File: config.mk
export PLATFORM = sky130hd
export DESIGN_NAME = ram_sat_counter
export DESIGN_NICKNAME = d
export VERILOG_FILES = /design/src/rtl/ram_sat_counter.sv
export SDC_FILE = /design/constraint.sdc
export NUM_CORES = 1
export LEC_CHECK = 0
export CAP_MARGIN = 20
export CORE_AREA = 2 2 52 54
export CTS_CLUSTER_SIZE = 20
export DETAILED_ROUTE_END_ITERATION = 16
export DIE_AREA = 0 0 54 56
export HOLD_SLACK_MARGIN = 0.08
export PLACE_DENSITY_LB_ADDON = 0.05
export SLEW_MARGIN = 20
export SYNTH_ARGS = -nofsm -noshare
export SYNTH_HDL_FRONTEND = slang
export SYNTH_SLANG_ARGS = --single-unit
export TNS_END_PERCENT = 100
File: constraint.sdc
create_clock -name clk -period 2.2 [get_ports clk]
set_input_delay 0.22 -clock clk [delete_from_list [all_inputs] [get_ports clk]]
set_output_delay 0.22 -clock clk [all_outputs]
set_load 0.01 [all_outputs]
File: src/rtl/ram_sat_counter.sv
// Saturating up-counter with synchronous active-low clear.
module ram_sat_counter #(
   parameter int WIDTH = 16
) (
   input  logic             clk,
   input  logic             rst_n,
   input  logic             inc,
   output logic [WIDTH-1:0] count
);

   logic [WIDTH-1:0] count_q, count_d;

   always_comb begin
      count_d = count_q;
      if (inc && (count_q != {WIDTH{1'b1}})) count_d = count_q + WIDTH'(1);
   end

   always_ff @(posedge clk) begin
      if (!rst_n) count_q <= '0;
      else        count_q <= count_d;
   end

   assign count = count_q;

endmodule

==> Yosys cells after proc, flatten, opt, wreduce, memory -nomap -nowiden <==
Index checks and enable logic that the tools add are counted.
{ "totals": {"output_inout_bits": 16, "regBits": 16, "wordCells": 4, "input_bits": 3} }
{ "classes": {"reduce_logical": 1, "n_eq_ne": 1, "addsub": 1} }
{ "op_table": {"columns": ["operator", "count"], "rows": [
  ["$add A16 B1 Y16 const B", 1],
  ["$ne A16 B16 Y1 const B", 1],
  ["$logic_and A1 B1 Y1", 1]
]} }

==> Longest topological paths before layout <==
{ "logic_depth": {"depth_word": 2, "mapped_depth": 6, "mapped_depth_nobuf": 5} }

==> Worst setup path after synthesis <==
OpenSTA, ideal clock, no wires.
{ "synth_timing": {"path_kind": "reg-to-reg", "start": "reg count_q[0], in the netlist count[0]", "end": "reg count_q[15], in the netlist count[15]", "setup_time_ns": 0.129, "path_buffers": 1, "setup_slack_ns": 0.597, "stages_incl_launch_ff": 7, "period_less_slack_ns": 1.603, "arrival_ns": 1.474, "required_ns": 2.071, "cell_sequence": "dfxtp_1 -> ha_1 -> nand3_1 -> nor4_2 -> buf_4 -> nor4_1 -> mux2i_1"} }
{ "synth_via": {"elab_chain_cells": 2, "elab_cells_between_ends": 3, "cone_classes": "add/sub: 1; eq/ne: 1; reduce/logical: 1"} }
{ "synth_rtl": {"columns": ["item", "line_no", "rtl"], "rows": [
  ["start, declared", "11", "logic [WIDTH-1:0] count_q, count_d;"],
  ["start signal, assigned", "20", "else count_q <= count_d;"],
  ["branches (longest 2 deep; another with $add A16 B1 Y16)", null, null]
]} }
Parallel ways; which one is timed is not known.
A chain may end at the register's enable or synchronous reset.

==> Worst setup path after layout <==
{ "layout_timing": {"start": "reg count_q[0], in the netlist count[0]", "end": "reg count_q[9], in the netlist count[9]"} }
Same word-level chain as after synthesis.

==> flow_summary.yaml <==
clocking:
  ctsResizeCount: 0
  cts.sinks: 16
  clkLatencyLatePin_ns: 0.29
  numCtsBuffers: 3
  post_cts_buffers: 0
  clockBufferDepth: 2
  cts_tree: "yes"
  hold_buffers: 0
  cts-root-buf: "clkbuf_4"
  h-tree-depth: 1
  clk_pin_slew_worst_paths_ns: 0.10
placement:
  dp.cells: 145
  io_buffers: 18
  gp_congestion: 0.720
  dp_hpwl_um: 1350
cells_and_area:
  fin_nets: 124
  largest_reg_flops: 16
  fillers: 244
  diodes: 0
  drive_above_1_share_pct: 7.56
  area_growth_pct: 30.8
  stdcell_count: 149
global_routing:
  grt_max_degree: 14
  antenna_found_initial: 0
  track_usage_pct: 14.2
  grt_pass1_vias: 727
  grt_pass1_wl_um: 3240
  overflow: 0
sta:
  max_slew_margin_pct: 63.7
  hold_violations: 0
  fin_crit_sh_pct: 77.1
  rsz0062_at_grt: "no"
  fin_worst_skew_ns: 0.00131
  min_period_ns: 1.70
  setup_viol: 0
  tns_ns: 0
  slew_violations: 0
  max_freq_mhz: 589
  worst_slew_pin_slew_ns: 0.537
synthesis:
  syn_nets: 101
  synth_seq_area_share_pct: 38.3
  synthesis.area_um2: 837
  synth_cell_type_count: 31
  synth_area_leaders: "dfxtp_1, a21oi_1, nand2_1, o31ai_1, or4_1"
  yosysWarnings: 0
  yosys.area.top_type: "dfxtp_1"
  synth_top_area_share_pct: 38.3
  syn_inst: 97
  synth_area_per_cell_um2: 8.63
  ys_ff_latch: 16
route:
  routed_wl_um: 1880
  dr.pass1.iters: 4
  ant_nets: 0
  via_per_inst: 5.48
  drc: 0
  wl_per_cell_um: 12.6
  drtIter0Drc: 24
  vias: 817
flow_run:
  maxCapViolCount: 0
floorplanning:
  die_area_um2: 3020
  fp.dieH_um: 56
  start_util_pct: 34.4
  core_um2: 2430
  rows: 18
  num_io_pins: 19
  fp.dieW_um: 54
critical_path:
  arrival_ns: 1.92
  crit_fanout: 7
  criticalPathCategory: "flip-flop to flip-flop"
  critPathCaptureType: "flip-flop"
  required_ns: 2.42
  cp-start-kind: "flip-flop"
power:
  p_leak_nw: 0.350
  peakVddDrop_mv: 0.290
  p_per_area_nw_per_um2: 476
min_path:
  hold_class: "flip-flop to flip-flop"
outcome:
  status: "completed"
-- cell families after synthesis --
kind of cell / synth area share (%)
AOI/OAI and AO/OA: 16.4
xor gates and xnor gates: 2.09
adders and majority gates: 1.49
buffers and inverters: 3.14
DFF: 38.3
muxes: 3.59
and+or+nand+nor: 35.0
-- area by class of cell --
cell class	instances	area (um^2)	share of cell area, %
clock buffer	4	36.3	3.31
inverter	4	15.0	1.37
multi-input combinational	75	490	44.8
sequential	16	320	29.3
tap	30	37.5	3.43
timing repair buffer	20	195	17.8
-- power breakdown --
| part | switching (mW) | internal [mW] |
|---|---|---|
| clock network | 0.0991 | 0.101 |
| registers | 0.00369 | 0.292 |
| logic | 0.0132 | 0.0117 |
-- worst max-delay path: stages (launching register included) --
cell,delay [ns]
dfxtp_1,0.37
ha_1,0.26
nand3_1,0.12
nor4_2,0.07
buf_4,0.16
or4_1,0.49
a21oi_1,0.15
-- synthesized netlist by cell type, drive strengths merged --
master	number
or3	3
dfxtp	16
o211a	1
mux2i	3
nand2b	2
and4	3
buf	1
nor3b	1
inv	4
nand3	6
a21oi	9
o31ai	5
or4	5
nand3b	1
o311ai	1
nand2	10
nor2	5
nor4bb	1
xnor2	1
o41ai	1
xor2	1
nand4	4
clkbuf	1
ha	1
nor3	2
o21ai	4
o211ai	1
nor4	4
-- per-stage QoR --
stage	hold slack [ns]	setup slack (ns)	power, mW	util, %	area, um^2
2_1_floorplan	0.353	0.597	0.313	-	837
3_3_place_gp	0.500	0.393	0.327	43.5	1060
3_5_place_dp	0.512	0.385	0.328	43.5	1060
4_1_cts	0.527	0.503	0.529	45.0	1090
5_1_grt	0.571	0.377	0.548	45.0	1090
6_report	0.528	0.503	0.521	45.0	1090
-- final timing paths --
kind | start | to | slack [ns] | cells after the start
setup / recovery | count[0] | count[9] | 0.50 | 6
hold / removal | count[9] | count[9] | 0.53 | 2
setup reg to reg | count[0] | count[9] | 0.50 | 6
hold reg to reg | count[9] | count[9] | 0.53 | 2
-- cell usage in the layout, fill, tap and decap left out --
cell / n
o31ai_1: 5
o41ai_1: 1
o211a_1: 1
nor4bb_1: 1
nor3_1: 2
xor2_1: 1
buf_4: 2
mux2i_1: 3
clkdlybuf4s50_1: 18
nor3b_1: 1
nand2b_1: 2
or3_4: 1
o311ai_0: 1
o21ai_0: 4
ha_1: 1
nor2_1: 5
nand2_1: 10
inv_1: 4
nand4_1: 3
nand3_1: 6
or3_1: 2
clkbuf_4: 3
nand4_4: 1
nor4_2: 1
o211ai_1: 1
a21oi_1: 9
xnor2_1: 1
and4_1: 3
or4_1: 5
nand3b_1: 1
dfxtp_1: 16
clkbuf_8: 1
nor4_1: 3
-- routing by layer --
| metal | share of wire (%) | wire length, um | vias up | track usage, % |
|---|---|---|---|---|
| met5 | 0 | 0 | - | 0 |
| met4 | 0.80 | 15 | 0 | 3.21 |
| met3 | 5.0 | 94 | 2 | 4.84 |
| met2 | 43 | 812 | 23 | 19.9 |
| met1 | 51 | 958 | 374 | 20.6 |
| li1 | - | - | 418 | - |
No activity file was read; power rests on OpenSTA's default activity.
==> variant: new RTL, same settings <==
The parameter `WIDTH` goes from 16 to 20.
--- a/src/rtl/ram_sat_counter.sv
+++ b/src/rtl/ram_sat_counter.sv
@@ -1,6 +1,6 @@
 // Saturating up-counter with synchronous active-low clear.
 module ram_sat_counter #(
-   parameter int WIDTH = 16
+   parameter int WIDTH = 20
 ) (
    input  logic             clk,
    input  logic             rst_n,
Ports: changed (resized count); port bits go from 19 to 23. No check against the original RTL was run, so the function may have changed too.
==> variant against the original RTL <==
- wire length increased by 36%
- fmax down 9.2%
- power grew 21%
- non-clock buffer count grew 6
- worst hold slack worse by 13 ps
- via count rose by 35%
- cell area increased by 27%
- sequential power is 25% higher
- count of clock-buffer cells in the layout did not move
- sequential cell count increased by 4
- area after synthesis increased by 29%
- worst setup slack got worse by 170 ps
==> variant: results (changes against the original RTL) <==
- Arr. time, crit path: 2060 ps (was 1920 ps)
- Fill cells: 247 (was 244)
- Status: completed (unchanged)
- Slew headroom: 0.5937 (was 0.6374)
- Min-delay src: count[11] (was count[9])
- Cell Area, Placed: 1359 µm² (was 1059 µm²)
- Synth top area cells: dfxtp_1, mux2i_1, nand2_1 (was dfxtp_1, a21oi_1, nand2_1)
- Mapped Cells: 130 (was 97)
- First DRT Iteration DRCs: 26 (was 24)
- Reg2Reg Setup Slack: 330 ps (was 500 ps)
- Placer congestion estimate: 0.8367 (was 0.7200)
- GRT Util Overall: 0.1852 (was 0.1416)
- Cell variety after synth: 30 (was 31)
- Share of cells above drive strength 1: 0.07595 (was 0.07563)
- Post-synthesis sequential area ratio: 0.3712 (was 0.3827)
- DP HPWL: 1.943 mm (was 1.351 mm)
- First-pass GRT wire length: 4.333 mm (was 3.236 mm)
- Max FFs per register: 20 (was 16)
- Largest net degree at the start of global routing: 13 (was 14)
- Cells on worst reg2reg path: 5 (was 6)
- Fin Clk Skew: 4.777 ps (was 1.309 ps)
- Vias in the first global route: 993 (was 727)
- CP Max Fanout: 9 (was 7)
- Max VDD drop: 312.1 µV (was 290.0 µV)
- Non-filler cells, final: 188 (was 149)
- PortBufs: 22 (was 18)
- Nets: 163 (was 124)
- Fraction of registers with async set/reset: 0 (unchanged)
- WHS Endpoint: count[11] (was count[9])
- Number of placed instances, taps included: 184 (was 145)
- Vias/cell: 5.851 (was 5.483)
- R2R Path End: count[1] (was count[9])
- Clock Pin Slew Worst Setup and Hold Paths: 120 ps (was 100 ps)
## variant: cell count changes after synthesis, moves of 3 or more
cell	change
o31ai_1	-3
nand2b_1	+6
or4_1	-3
a31oi_1	+5
dfxtp_1	+4
mux2i_1	+7
nand2_1	+14
nor4_1	+5
## variant: final cells by class
class,instances,area (µm²),area share
Clock buffer,4,36.28,0.02601
Inverter,4,15.01,0.01076
Multi-Input combinational cell,104,655.6,0.4700
Tap cell,30,37.54,0.02691
Timing Repair Buffer,26,250.2,0.1794
Sequential cell,20,400.4,0.2870
## variant: worst max-delay path, cell delays in order, from the launching register on
cell      delay [ps]
dfxtp_1          450
ha_1             250
nand4_1          180
nor3_2           440
a21boi_0         280
mux2i_1          170
## variant: layer usage
layer / vias up / GRT usage / routed length, µm
met2: 38 / 0.2787 / 1147
met1: 505 / 0.2661 / 1272
li1: 551 / - / -
met5: - / 0 / 0
met3: 6 / 0.02419 / 103
met4: 0 / 0.06429 / 38
## variant: cell families (layout without fill, tap and decap cells)
| logic type | after synthesis | after routing | share of synthesized area |
|---|---|---|---|
| AO/OA/AOI/OAI | 25 | 25 | 0.1496 |
| adder cells (fa/ha/maj) | 1 | 1 | 0.01160 |
| buffers and inverters | 6 | 34 | 0.02088 |
| flip-flops | 20 | 20 | 0.3712 |
| multiplexers | 10 | 10 | 0.09281 |
| AND/OR/NAND/NOR | 68 | 68 | 0.3538 |
## variant: power by group
| group | leakage (nW) | total, W | switching [W] | internal [W] |
|---|---|---|---|---|
| combinational | 0.273 | 0.0000409 | 0.0000208 | 0.0000201 |
| clock | 0.0210 | 0.000218 | 0.000117 | 0.000101 |
| sequential | 0.161 | 0.000371 | 0.00000547 | 0.000366 |
## variant: metrics by stage
stage	hold slack, ps	power, W	util
after floorplan	375.4	0.0003976	-
final	514.6	0.0006300	0.5736
after CTS	518.6	0.0006412	0.5736
after global routing	545.3	0.0006574	0.5736
after global placement	476.2	0.0004195	0.5586
after detailed placement	500.3	0.0004203	0.5586
## variant: worst max path at each step
stage                   from         to  slack, ps
global route        count[0]   count[0]        130
finish              count[0]   count[1]        330
CTS                 count[0]   count[1]        340
global placement         inc  count[19]        310
detailed placement       inc  count[19]        270
floorplan           count[4]  count[19]        450
